--- src/rtl/xs3_pkg.sv ---
// Shared definitions for the excess-3 (XS3) decode path: code limits,
// offset and the sequencer state encoding.
package xs3_pkg;

    localparam logic [3:0] XS3_OFFSET = 4'd3;
    localparam logic [3:0] XS3_MIN    = 4'b0011;
    localparam logic [3:0] XS3_MAX    = 4'b1100;

    typedef enum logic [1:0] {
        ST_IDLE = 2'd0,
        ST_CONV = 2'd1,
        ST_DONE = 2'd2
    } xs3_state_t;

    // True when a 4-bit code lies inside the legal XS3 range 3..12.
    function automatic logic xs3_is_legal(input logic [3:0] code);
        return (code >= XS3_MIN) && (code <= XS3_MAX);
    endfunction

endpackage

--- src/rtl/xs3_digit_dec.sv ---
// Single-digit XS3 -> BCD decoder. Purely combinational so it can be
// time-shared by the sequential decoder or replicated by a parallel one.
module xs3_digit_dec
    import xs3_pkg::*;
(
    input  logic [3:0] i_xs3,
    output logic [3:0] o_bcd,
    output logic       o_invalid
);

    // Subtract the offset for legal codes; illegal codes decode to zero.
    always_comb begin
        // NOTE: every output gets a default first so no path leaves it unassigned (no latch).
        o_bcd     = 4'd0;
        o_invalid = 1'b1;
        if (xs3_is_legal(i_xs3)) begin
            o_bcd     = i_xs3 - XS3_OFFSET;
            o_invalid = 1'b0;
        end
    end

endmodule

--- src/rtl/xs3_bcd_seq_dec.sv ---
// Sequential multi-digit XS3 -> BCD decoder. Accepts a word on a
// valid/ready input, decodes one digit per clock (LSD first) and presents
// the BCD word plus a per-digit error mask on a valid/ready output.
module xs3_bcd_seq_dec
    import xs3_pkg::*;
#(
    parameter int DIGITS = 4
) (
    input  logic                  clk,
    input  logic                  rst,
    input  logic                  in_valid,
    output logic                  in_ready,
    input  logic [4*DIGITS-1:0]   in_xs3,
    output logic                  out_valid,
    input  logic                  out_ready,
    output logic [4*DIGITS-1:0]   out_bcd,
    output logic                  out_err,
    output logic [DIGITS-1:0]     err_mask,
    output logic                  busy
);

    localparam int                IDX_W    = (DIGITS > 1) ? $clog2(DIGITS) : 1;
    localparam logic [IDX_W-1:0]  LAST_IDX = IDX_W'(DIGITS - 1);

    xs3_state_t           r_state;
    logic [IDX_W-1:0]     r_idx;
    logic [4*DIGITS-1:0]  r_xs3;
    logic [4*DIGITS-1:0]  r_bcd;
    logic [DIGITS-1:0]    r_err_mask;

    logic [3:0]           w_digit;
    logic [3:0]           w_bcd;
    logic                 w_invalid;
    logic                 w_accept;

    // The digit currently being decoded, selected from the latched word.
    assign w_digit  = r_xs3[r_idx*4 +: 4];

    // Input handshake is only offered in IDLE and never during reset.
    assign in_ready = (r_state == ST_IDLE) && !rst;
    assign w_accept = in_valid && in_ready;

    xs3_digit_dec u_digit_dec (
        .i_xs3     (w_digit),
        .o_bcd     (w_bcd),
        .o_invalid (w_invalid)
    );

    // Sequencer: accept a word, walk its digits, then hold the result until taken.
    always_ff @(posedge clk) begin
        if (rst) begin
            // NOTE: sequential state uses non-blocking (<=) so every flop samples pre-edge values.
            r_state    <= ST_IDLE;
            r_idx      <= '0;
            r_xs3      <= '0;
            r_bcd      <= '0;
            r_err_mask <= '0;
        end else begin
            case (r_state)
                ST_IDLE: begin
                    if (w_accept) begin
                        r_xs3      <= in_xs3;
                        r_bcd      <= '0;
                        r_err_mask <= '0;
                        r_idx      <= '0;
                        r_state    <= ST_CONV;
                    end
                end
                ST_CONV: begin
                    r_bcd[r_idx*4 +: 4] <= w_bcd;
                    r_err_mask[r_idx]   <= w_invalid;
                    if (r_idx == LAST_IDX) begin
                        r_state <= ST_DONE;
                    end else begin
                        r_idx <= r_idx + IDX_W'(1);
                    end
                end
                ST_DONE: begin
                    if (out_ready) begin
                        r_state <= ST_IDLE;
                    end
                end
                default: begin
                    r_state <= ST_IDLE;
                end
            endcase
        end
    end

    assign out_valid = (r_state == ST_DONE);
    assign busy      = (r_state == ST_CONV) || (r_state == ST_DONE);
    assign out_bcd   = r_bcd;
    assign err_mask  = r_err_mask;
    assign out_err   = |r_err_mask;

endmodule

--- config.mk ---
export PLATFORM = sky130hd
export DESIGN_NAME = xs3_bcd_seq_dec
export DESIGN_NICKNAME = d
export VERILOG_FILES = /design/src/rtl/xs3_pkg.sv /design/src/rtl/xs3_digit_dec.sv /design/src/rtl/xs3_bcd_seq_dec.sv
export SDC_FILE = /design/constraint.sdc
export NUM_CORES = 1
export LEC_CHECK = 0
export ABC_CLOCK_PERIOD_IN_PS = 2600
export BUFFER_PORTS_ARGS = -buffer_cell sky130_fd_sc_hd__buf_2
export CAP_MARGIN = 20
export CORE_AREA = 4 4 69 71
export CTS_CLUSTER_SIZE = 8
export DETAILED_ROUTE_END_ITERATION = 12
export DIE_AREA = 0 0 73 75
export PLACE_DENSITY = 0.76
export SYNTH_ARGS = -nofsm -noshare
export SYNTH_HDL_FRONTEND = slang
export SYNTH_HIERARCHICAL = 1
export SYNTH_SLANG_ARGS = --single-unit
export TNS_END_PERCENT = 10
--- constraint.sdc ---
create_clock -name clk -period 2.6 [get_ports clk]
set_clock_uncertainty 0.05 [all_clocks]
set_input_delay 0.13 -clock clk [delete_from_list [all_inputs] [get_ports clk]]
set_output_delay 0.13 -clock clk [all_outputs]
set_load 0.02 [all_outputs]
**After elaboration in Yosys (flattened, before gate mapping)**

Index checks and enable logic that the tools add are counted.
W data, S select, Z words.

- Flip-flop bits (word level): 40
- Bits of input ports: 20
- Output and inout bits: 24
- Logic and storage cells: 52

- Add/sub/neg operators: 3
- $lt $le $gt $ge: 4
- Eq/ne operators: 7
- Shift operators: 3
- Multiplexer cells: 17
- Reduce and logical (&&, ||, !) cells: 13

Operators by type and width:

| kind | number |
|---|---|
| $neg A4 Y34 | 1 |
| $shift A4 B34 Y16 const A | 1 |
| $shiftx A4 B34 Y16 | 1 |
| $pmux W16 S2 | 1 |
| $bwmux W16 | 1 |
| $mux W16 | 1 |
| $shiftx A16 B5 Y4 | 1 |
| $mux W2 | 5 |
| $mux W4 | 2 |
| $pmux W4 S2 | 1 |
| $ne A2 B2 Y1 const B | 3 |
| $pmux W2 S3 | 1 |
| $reduce_and A3 Y1 | 2 |
| $bwmux W4 | 1 |
| $eq A2 B2 Y1 const B | 2 |
| $ge A4 B2 Y1 const B | 1 |
| $le A4 B4 Y1 const B | 1 |
| $logic_and A1 B1 Y1 | 4 |
| $pmux W2 S2 | 1 |
| $reduce_and A2 Y1 | 2 |
| $reduce_or A4 Y1 | 1 |
| $sub A4 B2 Y4 const B | 1 |
| $lt A2 B3 Y1 const B | 1 |
| $add A2 B1 Y2 const B | 1 |
| other kinds (9) | 10 |

**Logic depth before layout (Yosys ltp)**

- Word-level depth: 7
- Depth in mapped cells: 10
- Depth with buffers taken out: 9

**By module**

The synthesis kept the hierarchy.

By module, submodules not included:

| module | times used | cells each | area an instance (sq um) | seq. area each (sq um) |
|---|---|---|---|---|
| xs3_bcd_seq_dec | 1 | 218 | 2052.0 | 800.8 |
| xs3_digit_dec | 1 | 18 | 105.1 | 0.0 |

**Worst setup path after synthesis**

OpenSTA, ideal clock, no wires.

- Path type: register -> register
- Start: reg r_idx[1]
- End: reg r_bcd[4], in the netlist out_bcd[4]
- Library setup time: 0.072 ns
- Arrival time: 2.151 ns
- Required time: 2.478 ns
- Setup slack: 0.328 ns
- Cell stages (with the launch flop): 10
- Buffers on the path: 0
- Clock period less this slack: 2.272 ns
- Cell sequence: dfxtp_1 -> mux4_2 -> inv_1 -> ha_1 -> and2b_1 -> a21o_1 -> nor2_1 -> nor2b_1 -> nand4_1 -> mux2i_1

- Longest elaborated chain between the ends: 7
- Elaborated cells between the ends (all ways): 11
- Those cells by class: add/sub: 2; order compare: 2; shift: 3; mux: 3; reduce/logical: 1

Ends and longest elaborated chain:

| element | line | RTL |
|---|---|---|
| start, declared | xs3_bcd_seq_dec.sv:26 | `logic [IDX_W-1:0] r_idx;` |
| start signal, assigned | xs3_bcd_seq_dec.sv:75 | `r_idx <= r_idx + IDX_W'(1);` |
| $shiftx A16 B5 Y4 * | xs3_bcd_seq_dec.sv:37 | `assign w_digit = r_xs3[r_idx*4 +: 4];` |
| net w_digit[0] | xs3_bcd_seq_dec.sv:31 | `logic [3:0] w_digit;` |
| $ge A4 B2 Y1 or $le A4 B4 Y1 (tied branches) | xs3_pkg.sv:17 | `return (code >= XS3_MIN) && (code <= XS3_MAX);` |
| $logic_and A1 B1 Y1 | xs3_pkg.sv:17 |  |
| $mux W4 * | xs3_digit_dec.sv:16 | `if (xs3_is_legal(i_xs3)) begin` |
| net w_bcd[0] | xs3_bcd_seq_dec.sv:32 | `logic [3:0] w_bcd;` |
| $shiftx A4 B34 Y16 * | xs3_bcd_seq_dec.sv:70 | `r_bcd[r_idx*4 +: 4] <= w_bcd;` |
| $bwmux W16 * | xs3_bcd_seq_dec.sv:70 |  |
| $pmux W16 S2 * | xs3_bcd_seq_dec.sv:59 | `case (r_state)` |
| end signal, assigned by index | xs3_bcd_seq_dec.sv:70 |  |
| end, declared | xs3_bcd_seq_dec.sv:28 | `logic [4*DIGITS-1:0] r_bcd;` |

The timed path passes the listed nets; every way through them passes the cells marked *.
A chain may end at the register's enable or synchronous reset.

**Worst setup path after layout**

- Start: reg r_idx[1]
- End: reg r_bcd[13], in the netlist out_bcd[13]

Same word-level chain as after synthesis.

==> summary.txt <==
Max H-tree Level - 2
DRC - 0
Hold_sp - out_ready
Critical Path End Type - register
Least-Margin Pin Slew - 0.5288 ns
Worst-path fanout max - 4
Seq cells post-synth - 40
Leading area contributor after synthesis - dfxtp_1
Commonest cells post-synth - nand2_1 (52), dfxtp_1 (40), ha_1 (14), mux2i_1 (14), nand3b_1 (14)
Synthesis-to-finish area growth - 23.90%
Worst hold path cell count - 4
Final Non-Filler Cells - 345
Synth Instances - 236
Avg Inst Size Synth - 9.140 sq um
# IOs - 44
CP Class - reg -> reg
Tcrit/Tclk final - 0.9171
Worst-Skew Late Latency - 0.30 ns
WL final - 4918 um
Final Max Tran Viols - 0
Drt wl/cell - 14.26 um
Cell area power density - 756.4 nW/um^2
# diodes - 0
Synth area leaders - dfxtp_1 (37%), nand2_1 (9.0%), ha_1 (8.1%)
Setup Total Neg Slack - 0 ns
Clk slew on worst S/H paths - 0.08 ns
Via density per instance - 5.417
Largest net degree at the start of global routing - 31
Die Area - 5475 sq um
IO Port Bufs - 43
Static leakage - 1.220 nW
Dpl hpwl - 3401 um
Cell area after layout - 2673 sq um
Top cell type's share of synthesized area - 0.3712
Min-Delay Path Class - in -> reg
Layout cells sized above 1 - 0.2253
Initial antenna violation count - 0
Final hold violations - 0
Critical path arrival - 2.56 ns
Sequential element share of the synthesized area - 0.3712
Post-CTS setup buffer count - 0
Final setup fails - 0
RR Startpoint - r_idx[1]$_SDFFE_PP0P_
Overall Global Routing Usage - 0.1948
Clock buffer count from CTS - 5
First-pass GRT wire length - 8321 um
Initial Util - 0.5095
Post-synth EDFFs - 0
Clock Sinks - 40
Ys flop type - dfxtp_1
ANT nets after route - 0
Most frequent cell after synthesis - nand2_1
Cell variety after synth - 40
Nets - 326
Data required, critical path - 2.77 ns
Vias in the first global route - 1819
RSZ-0062 raised after global routing - false
Die Y - 75 um
Fmax - 419.4 MHz
Post-synth ARST share - 0
Min Hold Slack - 0.2013 ns
Grt ovf - 0
RD Place Congestion - 0.8161
Post-CTS sizing - 0
Total design power - 2.021 mW
Worst hold endpoint - r_state[0]$_SDFFE_PP0P_
Maximum VDD drop - 0.7287 mV
FP Rows - 24
Startpoint class of the critical path - register
Outcome - complete, no violations
Maxcap violations - 0
Cell chosen for the clock root - clkbuf_8
Max-slew headroom - 0.6474
Yosys warns - 6
Mapped Area - 2157 sq um
R2R Setup Slk - 0.22 ns
Crit path time final - 2.384 ns
Total core area - 4234 sq um
TritonCTS clock tree - built
Worst reg2reg path endpoint - out_bcd[13]$_SDFFE_PP0P_
Via count - 1869
Placed insts - 321
CTS max path bufs - 2
Initial DRT Pass Iterations - 4
Placed Area - 2397 sq um
Chip width - 73 um
Initial DRC count - 77
Worst Reg-to-Reg Cells - 9
Syn nets - 270
-- layout by cell type, fill, tap and decap left out, types with 9 or more instances in the layout --
cell type,netlist,final
nand2_1,52,52
buf_2,4,43
dfxtp_1,40,40
dlygate4sd3_1,0,16
mux2i_1,14,14
nand3b_1,14,14
ha_1,14,14
inv_1,12,12
nand3_1,10,10
nor2b_1,9,9
-- cells by family (layout without fill, tap and decap cells) --
group / after synthesis / count (layout) / share of synthesized area
and+or+nand+nor: 113 / 113 / 0.2802
muxes: 19 / 19 / 0.1119
buffers and inverters: 25 / 82 / 0.04988
AOI/OAI and AO/OA: 25 / 25 / 0.1056
adders and majority gates: 14 / 14 / 0.08121
DFF: 40 / 40 / 0.3712
-- power breakdown --
group          switching, mW  internal, mW  total, mW
Combinational          0.444         0.325      0.769
Sequential            0.0507         0.685      0.736
Clock                  0.228         0.289      0.517
-- metal layers --
| metal | wire, um | share of wire | track usage | up-vias |
|---|---|---|---|---|
| li1 | - | - | - | 929 |
| met1 | 2118 | 0.43 | 0.2279 | 882 |
| met2 | 2479 | 0.50 | 0.3496 | 50 |
| met3 | 238 | 0.048 | 0.04139 | 8 |
| met4 | 82 | 0.017 | 0.07172 | 0 |
| met5 | 0 | 0 | 0 | - |
-- final cells by class --
cell class | count | area [sq um]
clock buffers | 5 | 68.82
well taps | 52 | 65.06
multi-input cells | 171 | 1249
inverters | 12 | 45.04
clock inverters | 3 | 46.29
flip-flops and latches | 40 | 800.8
repair buffers | 62 | 397.9
fillers | 375 | 1562
-- worst max path at each step --
stage / start / to / slack (ns) / cells after the start
global placement: r_idx[1]$_SDFFE_PP0P_ / out_bcd[4]$_SDFFE_PP0P_ / 0.32 / 9
global route: r_idx[1]$_SDFFE_PP0P_ / out_bcd[13]$_SDFFE_PP0P_ / 0.03 / 9
floorplan: r_idx[1]$_SDFFE_PP0P_ / out_bcd[4]$_SDFFE_PP0P_ / 0.33 / 9
CTS: r_idx[1]$_SDFFE_PP0P_ / out_bcd[4]$_SDFFE_PP0P_ / 0.21 / 9
detailed placement: r_idx[1]$_SDFFE_PP0P_ / out_bcd[13]$_SDFFE_PP0P_ / 0.24 / 9
finish: r_idx[1]$_SDFFE_PP0P_ / out_bcd[13]$_SDFFE_PP0P_ / 0.22 / 9
-- worst max-delay path, stage by stage (launching register included) --
cell and delay [ns]:
dfxtp_1 0.43, mux4_2 0.57, inv_1 0.08, ha_1 0.15, and2b_1 0.19, a21o_1 0.20, nor2_1 0.12, nor2b_1 0.24
nand3_1 0.11, mux2i_1 0.16
-- per-stage QoR --
step | util | setup WS (ns)
2_1_floorplan | - | 0.3277
3_3_place_gp | 0.5662 | 0.3241
3_5_place_dp | 0.5662 | 0.2391
4_1_cts | 0.6312 | 0.2120
5_1_grt | 0.6312 | 0.02626
6_report | 0.6312 | 0.2156
-- registers in the layout, indices dropped and copies added (netlist names) --
name / flops
err_mask: 4
out_bcd: 16
r_idx: 2
r_state: 2
r_xs3: 16
-- repair_timing --
action,CTS,global route
hold buffers,16,0
endpoints found under the setup margin,0,0
hold endpoints to repair,16,0
Note: power is estimated with default switching activity, not from simulation.
